[src/rtl/ahblite_dma_master.sv]
// ahblite_dma_master: single-channel memory-to-memory copy engine on an AHB-Lite manager port.
// Each word is moved as a non-pipelined SINGLE read followed by a SINGLE write. No address
// phase overlaps a data phase, so a word costs at least 4 cycles.
//
// Ports
//   HCLK, HRESETn            clock (rising edge), asynchronous active-low reset
//   HADDR/HTRANS/HSIZE/HBURST/HPROT/HWRITE/HWDATA/HMASTLOCK   AHB-Lite manager outputs
//   HREADY/HRDATA/HRESP      AHB-Lite manager inputs
//   start                    one-cycle job request, honoured only when idle
//   src_addr/dst_addr        byte addresses; the low two bits are dropped (word aligned)
//   len                      number of 32-bit words to copy (0 finishes at once)
//   busy                     job in progress
//   done                     one-cycle pulse at the end of a job
//   err                      sticky bus error of the most recent job
//   dma_irq                  interrupt, equal to done
module ahblite_dma_master #(
  parameter int unsigned LEN_W = 16
) (
  input  logic             HCLK,
  input  logic             HRESETn,
  output logic [31:0]      HADDR,
  output logic [1:0]       HTRANS,
  output logic [2:0]       HSIZE,
  output logic [2:0]       HBURST,
  output logic [3:0]       HPROT,
  output logic             HWRITE,
  output logic [31:0]      HWDATA,
  output logic             HMASTLOCK,
  input  logic             HREADY,
  input  logic [31:0]      HRDATA,
  input  logic             HRESP,
  input  logic             start,
  input  logic [31:0]      src_addr,
  input  logic [31:0]      dst_addr,
  input  logic [LEN_W-1:0] len,
  output logic             busy,
  output logic             done,
  output logic             err,
  output logic             dma_irq
);

  typedef enum logic [2:0] {
    StIdle,
    StRdAddr,
    StRdData,
    StWrAddr,
    StWrData,
    StFinish
  } state_e;

  state_e           state_q, state_d;
  logic [31:0]      src_q, src_d;
  logic [31:0]      dst_q, dst_d;
  logic [LEN_W-1:0] cnt_q, cnt_d;
  logic [31:0]      hold_q, hold_d;
  logic [31:0]      hwdata_q, hwdata_d;
  logic             err_q, err_d;

  always_ff @(posedge HCLK or negedge HRESETn) begin
    if (!HRESETn) begin
      state_q  <= StIdle;
      src_q    <= '0;
      dst_q    <= '0;
      cnt_q    <= '0;
      hold_q   <= '0;
      hwdata_q <= '0;
      err_q    <= 1'b0;
    end else begin
      state_q  <= state_d;
      src_q    <= src_d;
      dst_q    <= dst_d;
      cnt_q    <= cnt_d;
      hold_q   <= hold_d;
      hwdata_q <= hwdata_d;
      err_q    <= err_d;
    end
  end

  always_comb begin
    state_d  = state_q;
    src_d    = src_q;
    dst_d    = dst_q;
    cnt_d    = cnt_q;
    hold_d   = hold_q;
    hwdata_d = hwdata_q;
    err_d    = err_q;
    unique case (state_q)
      StIdle: begin
        if (start) begin
          src_d   = src_addr & 32'hFFFF_FFFC;
          dst_d   = dst_addr & 32'hFFFF_FFFC;
          cnt_d   = len;
          err_d   = 1'b0;
          state_d = (len == '0) ? StFinish : StRdAddr;
        end
      end
      StRdAddr: begin
        if (HREADY) state_d = StRdData;
      end
      StRdData: begin
        // HRESP with HREADY low is just a wait cycle
        if (HREADY) begin
          if (HRESP) begin
            err_d   = 1'b1;
            state_d = StFinish;
          end else begin
            hold_d  = HRDATA;
            state_d = StWrAddr;
          end
        end
      end
      StWrAddr: begin
        // Load write data on entry so HWDATA is steady for the whole data phase
        if (HREADY) begin
          hwdata_d = hold_q;
          state_d  = StWrData;
        end
      end
      StWrData: begin
        if (HREADY) begin
          if (HRESP) begin
            err_d   = 1'b1;
            state_d = StFinish;
          end else begin
            src_d   = src_q + 32'd4;
            dst_d   = dst_q + 32'd4;
            cnt_d   = cnt_q - LEN_W'(1);
            state_d = (cnt_q == LEN_W'(1)) ? StFinish : StRdAddr;
          end
        end
      end
      StFinish: state_d = StIdle;
      default:  state_d = StIdle;
    endcase
  end

  always_comb begin
    HTRANS = 2'b00;
    HADDR  = 32'h0;
    HWRITE = 1'b0;
    if (state_q == StRdAddr) begin
      HTRANS = 2'b10;
      HADDR  = src_q;
    end else if (state_q == StWrAddr) begin
      HTRANS = 2'b10;
      HADDR  = dst_q;
      HWRITE = 1'b1;
    end
  end

  assign HSIZE     = 3'b010;
  assign HBURST    = 3'b000;
  assign HPROT     = 4'b0011;
  assign HMASTLOCK = 1'b0;
  assign HWDATA    = hwdata_q;
  assign busy      = (state_q != StIdle);
  assign done      = (state_q == StFinish);
  assign dma_irq   = done;
  assign err       = err_q;

endmodule

[config.mk]
export PLATFORM = sky130hd
export DESIGN_NAME = ahblite_dma_master
export DESIGN_NICKNAME = d
export VERILOG_FILES = /design/src/rtl/ahblite_dma_master.sv
export SDC_FILE = /design/constraint.sdc
export NUM_CORES = 1
export LEC_CHECK = 0
export ABC_CLOCK_PERIOD_IN_PS = 3000
export BUFFER_PORTS_ARGS = -buffer_cell sky130_fd_sc_hd__buf_4
export CORE_UTILIZATION = 30
export CTS_BUF_LIST = sky130_fd_sc_hd__clkbuf_16
export CTS_CLUSTER_SIZE = 12
export DETAILED_ROUTE_END_ITERATION = 12
export PLACE_DENSITY = 0.6
export SLEW_MARGIN = 20
export SYNTH_ARGS = -nofsm -noshare
export SYNTH_HDL_FRONTEND = slang
export SYNTH_SLANG_ARGS = --single-unit
[constraint.sdc]
create_clock -name HCLK -period 3 [get_ports HCLK]
set_input_delay 0.3 -clock HCLK [delete_from_list [all_inputs] [get_ports HCLK]]
set_output_delay 0.3 -clock HCLK [all_outputs]
set_load 0.05 [all_outputs]
# Word level (Yosys, flattened, before mapping)
# Index checks and enable logic that the tools add are counted.
[word_totals] reg_bits=148 latch_bits=0 ramBits=0 romBits=0 input_bits=117 out_inout_bits=82 n_memories=0
[op_classes] n_addsub=3 n_mul=0 div=0 n_lt_le_gt_ge=0 n_eq_ne=14 shift=0 mux=32 bitwise_logic=1 n_reduce_logical=11
[op_table] cell="$mux 32" n=8
[op_table] cell="$pmux 32 s2" n=2
[op_table] cell="$add 32x3->32 const B" n=2
[op_table] cell="$mux 16" n=3
[op_table] cell="$pmux 16 s2" n=1
[op_table] cell="$mux 3" n=9
[op_table] cell="$eq 16x1->1 const B" n=1
[op_table] cell="$logic_not 16->1" n=1
[op_table] cell="$sub 16x1->16 const B" n=1
[op_table] cell="$pmux 3 s5" n=1
[op_table] cell="$ne 2x2->1 const B" n=6
[op_table] cell="$reduce_and 4->1" n=2
[op_table] cell="$eq 3x2->1 const B" n=2
[op_table] cell="$eq 3x3->1 const B" n=2
[op_table] cell="$mux 1" n=5
[op_table] cell="$reduce_and 5->1" n=1
[op_table] cell="$mux 2" n=2
[op_table] cell="$ne 2x1->1 const B" n=2
[op_table] cell="$reduce_bool 2->1" n=2
[op_table] cell="$eq 3x1->1 const B" n=1
[op_table] cell="$logic_not 3->1" n=1
[op_table] cell="$reduce_and 3->1" n=1
[op_table] cell="$reduce_bool 3->1" n=1
[op_table] cell="$pmux 1 s2" n=1
[op_table] cell="3 further kinds" n=3

# Depth between registers and ports, before layout
[logic_depth] word_depth=5 ltp_mapped=8 mapped_depth_nobuf=7

# Least setup slack after synthesis
# Ideal clock, no wire load.
[synth_timing] path_type="flip-flop to output port" startpoint="register state_q[1]" endpoint="output HADDR[10]" arrival_ns=1.943 required_ns=2.700 path_slack_ns=0.757 path_stages_with_launch=5 n_path_buf=2 cell_sequence="dfrtp_1 -> clkbuf_1 -> buf_1 -> mux2i_1 -> nor2_1"
[synth_via] elab_chain_cells=3
[synth_rtl] element="start: declaration" line_no="51" text="state_e state_q, state_d;"
[synth_rtl] element="start signal: assignment" line_no="61" text="state_q <= StIdle;"
[synth_rtl] element="start signal: assignment" line_no="69" text="state_q <= state_d;"
[synth_rtl] element="$eq 3x2->1" line_no="144" text="end else if (state_q == StWrAddr) begin"
[synth_rtl] element="$mux 32" line_no="144"
[synth_rtl] element="$mux 32 *" line_no="141" text="if (state_q == StRdAddr) begin"
[synth_rtl] element="end: declaration" line_no="21" text="output logic [31:0] HADDR,"
# Mark *: on every way between the ends. The rest lies on a longest branch, timed or not.

# Worst setup path in the final report
[layout_timing] startpoint="register state_q[1]" endpoint="output HADDR[20]"
# The elaborated chain is that of the path after synthesis.

==> metrics.md <==
| Metric | Value |
|---|---|
| Required time worst endpoint | `roughly 2.7 ns` |
| CTS max path bufs | `2` |
| Die H | `approximately 170 um` |
| Pwr Density | `1175 nW/um^2` |
| Maximum clock frequency | `0.3964 GHz` |
| Routed wire length | `~23000 um` |
| Global-route wire length before repair | `~38000 um` |
| Root Driver | `clkbuf_16` |
| IO Count | `199` |
| Worst vdd ir | `0.6322 mV` |
| Worst hold path class | `in2reg` |
| Critical Path End Type | `primary output` |
| TritonCTS clock tree | `yes` |
| Routed wl met3 | `about 1400 um` |
| H-tree Lvls | `4` |
| Post-route minimum period | `2.523 ns` |
| Avg Cell Area, Syn | `9.366 um^2` |
| Starting density of the core | `0.3076` |
| Rel. slew slack | `0.4753` |
| DRC | `21` |
| RSZ-0062 raised after global routing | `false` |
| Yosys Warn Count | `0` |
| Die Width | `between 150 and 200 um` |
| DR top layer | `met4` |
| Worst-Margin Slew | `0.7841 ns` |
| Gr ovfl total | `0` |
| All-Layer GR Usage | `0.1713` |
| Sequential share of the synthesized area | `0.4458` |
| PostCTS Resize Cnt | `0` |
| WS Path Type | `reg2out` |
| Area Overhead vs Synth | `28.61%` |
| Clock skew | `0.01119 ns` |
| Area occupied by multi-input gates | `4134 um^2` |
| Vias in the first global route | `7063` |
| Total power | `0.01221 W` |
| Commonest cells after routing, fill and taps aside | `buf_4, dfrtp_1, nor2_1` |
| DRT Pass-1 Iters | `11` |
| Layout net count | `roughly 1100` |
| Initial drt markers | `roughly 590` |
| Clock power frac | `0.178` |
| Commonest non-fill, non-tap cell in the layout | `buf_4` |
| Initial antenna violation count | `0` |
| Fraction of power spent switching nets | `0.4872` |
| # port buffers | `180` |
| Antenna Nets Post-Route | `0` |
| Cell leakage power | `4.528 nW` |
| Gpl congestion | `0.8077` |
| Vias per cell | `5.336` |
| Final period util | `0.8410` |
| Count of final max-slew check failures | `0` |
| Logic pwr share | `0.498` |
| CP startpoint kind | `flip-flop` |
| Post-Route Utilization | `0.3955` |
| Detailed placement HPWL | `16220 um` |
| CTS Buf Count | `17` |
| Critical path arrival | `2.22 ns` |
| Vias post-DR | `7300` |
| Synth Register Bits | `144` |
| Internal | `0.006263 W` |
| Fillers | `~2700` |
| Core ar. | `26280 um^2` |
| CP max FO | `21` |
| Violated checks | `DRC` |
| Post-synth EDFFs | `0` |
| TNS Setup | `0 ns` |
| Status | `finished, violations left` |
| M1 WL | `11050 um` |
| Maxcap violations | `0` |
| Routed wl met2 | `10520 um` |
| Sink Count | `144` |
| Synthesized cell area | `8083 um^2` |
| Sequential standard cell area | `3605 um^2` |
| Sequential power share | `0.324` |
| Drt wl/cell | `17.10 um` |
| Layout cell share with drive strength beyond 1 | `0.3040` |
| Pin count of the biggest net entering global routing | `just over 70` |
| Async SR Flop Fraction | `1.000` |
| Total die area | `27600 um^2` |
| Final hold slack | `roughly 0.1 ns` |
| Switching Power | `between 0.005 and 0.006 W` |
| Mapped Cells | `863` |
| Cell variety after synth | `between 50 and 60` |
| Ant. Diodes | `0` |
| Clock latency on the worst-skew pair | `about 0.42 ns` |
| Row count | `59` |
| Final Hold Viols | `0` |
| Most used DFF post-synth | `dfrtp_1` |
| Final setup viols | `0` |
| Reg clk slew, reported paths | `0.07 ns` |
==> flip-flops by register name, summed over array words and instances, names as in the netlist <==
register  count
state_q       3
HWDATA       32
err           1
dst_q        30
cnt_q        16
hold_q       32
src_q        30
==> power groups by stage <==
stage | Sequential (W) | Clock (W) | Combinational [W]
2_1_floorplan | 0.00430 | 0 | 0.00389
3_3_place_gp | 0.00393 | 0 | 0.00603
3_5_place_dp | 0.00399 | 0 | 0.00611
4_1_cts | 0.00395 | 0.00223 | 0.00613
5_1_grt | 0.00413 | 0.00231 | 0.00657
6_report | 0.00395 | 0.00218 | 0.00608
==> cell families after synthesis <==
group           after synthesis  synth area share
simple gates                304            0.1937
flops                       144            0.4458
compound gates              223            0.1701
other cells                   2         0.0009291
fa+ha+maj                     4          0.006192
mux                          98            0.1313
buf+inv                      88           0.05201
==> per-stage QoR <==
stage                     setup slack, ns  instances  instance area [um^2]
final                              0.4770       1368                 10400
after global routing               0.3885       1368                 10400
after CTS                          0.4603       1368                 10400
after detailed placement           0.6681       1335                  9773
after global placement             0.7361       1335                  9773
after floorplan                    0.7565        875                  8128
==> final cells by class <==
cell class / instances / area share
clock inverters: 15 / 0.01793
inverters: 10 / 0.003611
multi-input cells: 643 / 0.3977
flip-flops and latches: 144 / 0.3468
repair buffers: 204 / 0.1527
clock buffers: 17 / 0.04092
well taps: 335 / 0.04032
==> synth_stat cells, drive strengths merged, types with 20 or more instances <==
library cell    n  share of area
a21oi          88          0.054
and3           22          0.017
buf            52          0.035
clkbuf         26          0.012
dfrtp         144           0.45
mux2           64          0.089
mux2i          34          0.042
nand2          56          0.026
nand3          45          0.029
nand4          20          0.016
nor2           98          0.046
o21ai          45          0.028
==> worst max-delay path, cell delays in order, from the launching register on <==
cell and delay [ns]:
dfrtp_2 0.75, buf_4 0.43, mux2i_1 0.33, nor2_1 0.07
buf_4 0.20
==> per-layer routing <==
layer | up-vias | GRT usage
met5 | - | 0
met4 | 0 | 0.05607
met3 | 29 | 0.02788
met2 | 239 | 0.2627
met1 | 3550 | 0.2447
li1 | 3482 | -
==> repair_timing <==
| item | CTS | global route |
|---|---|---|
| setup endpoints to repair | 0 | 0 |
| hold endpoints to repair | 67 | 0 |
| setup buffers | 0 | 0 |
| hold buffers | 1 | 0 |
==> path summary, 6_finish.rpt <==
kind	start	slack [ns]	depth (start not counted)	to
max reg2reg	cnt_q[0]$_DFFE_PN0P_	0.66	6	cnt_q[14]$_DFFE_PN0P_
max in group asynchronous	HRESETn	1.78	3	HWDATA[18]$_DFFE_PN0P_
min in group asynchronous	HRESETn	0.45	2	HWDATA[28]$_DFFE_PN0P_
min	HRDATA[19]	0.10	2	hold_q[19]$_DFFE_PN0P_
max	state_q[1]$_DFFE_PN0P_	0.48	4	HADDR[20]
min reg2reg	hold_q[0]$_DFFE_PN0P_	0.50	1	HWDATA[0]$_DFFE_PN0P_
Power figures use the tool's default switching activity.
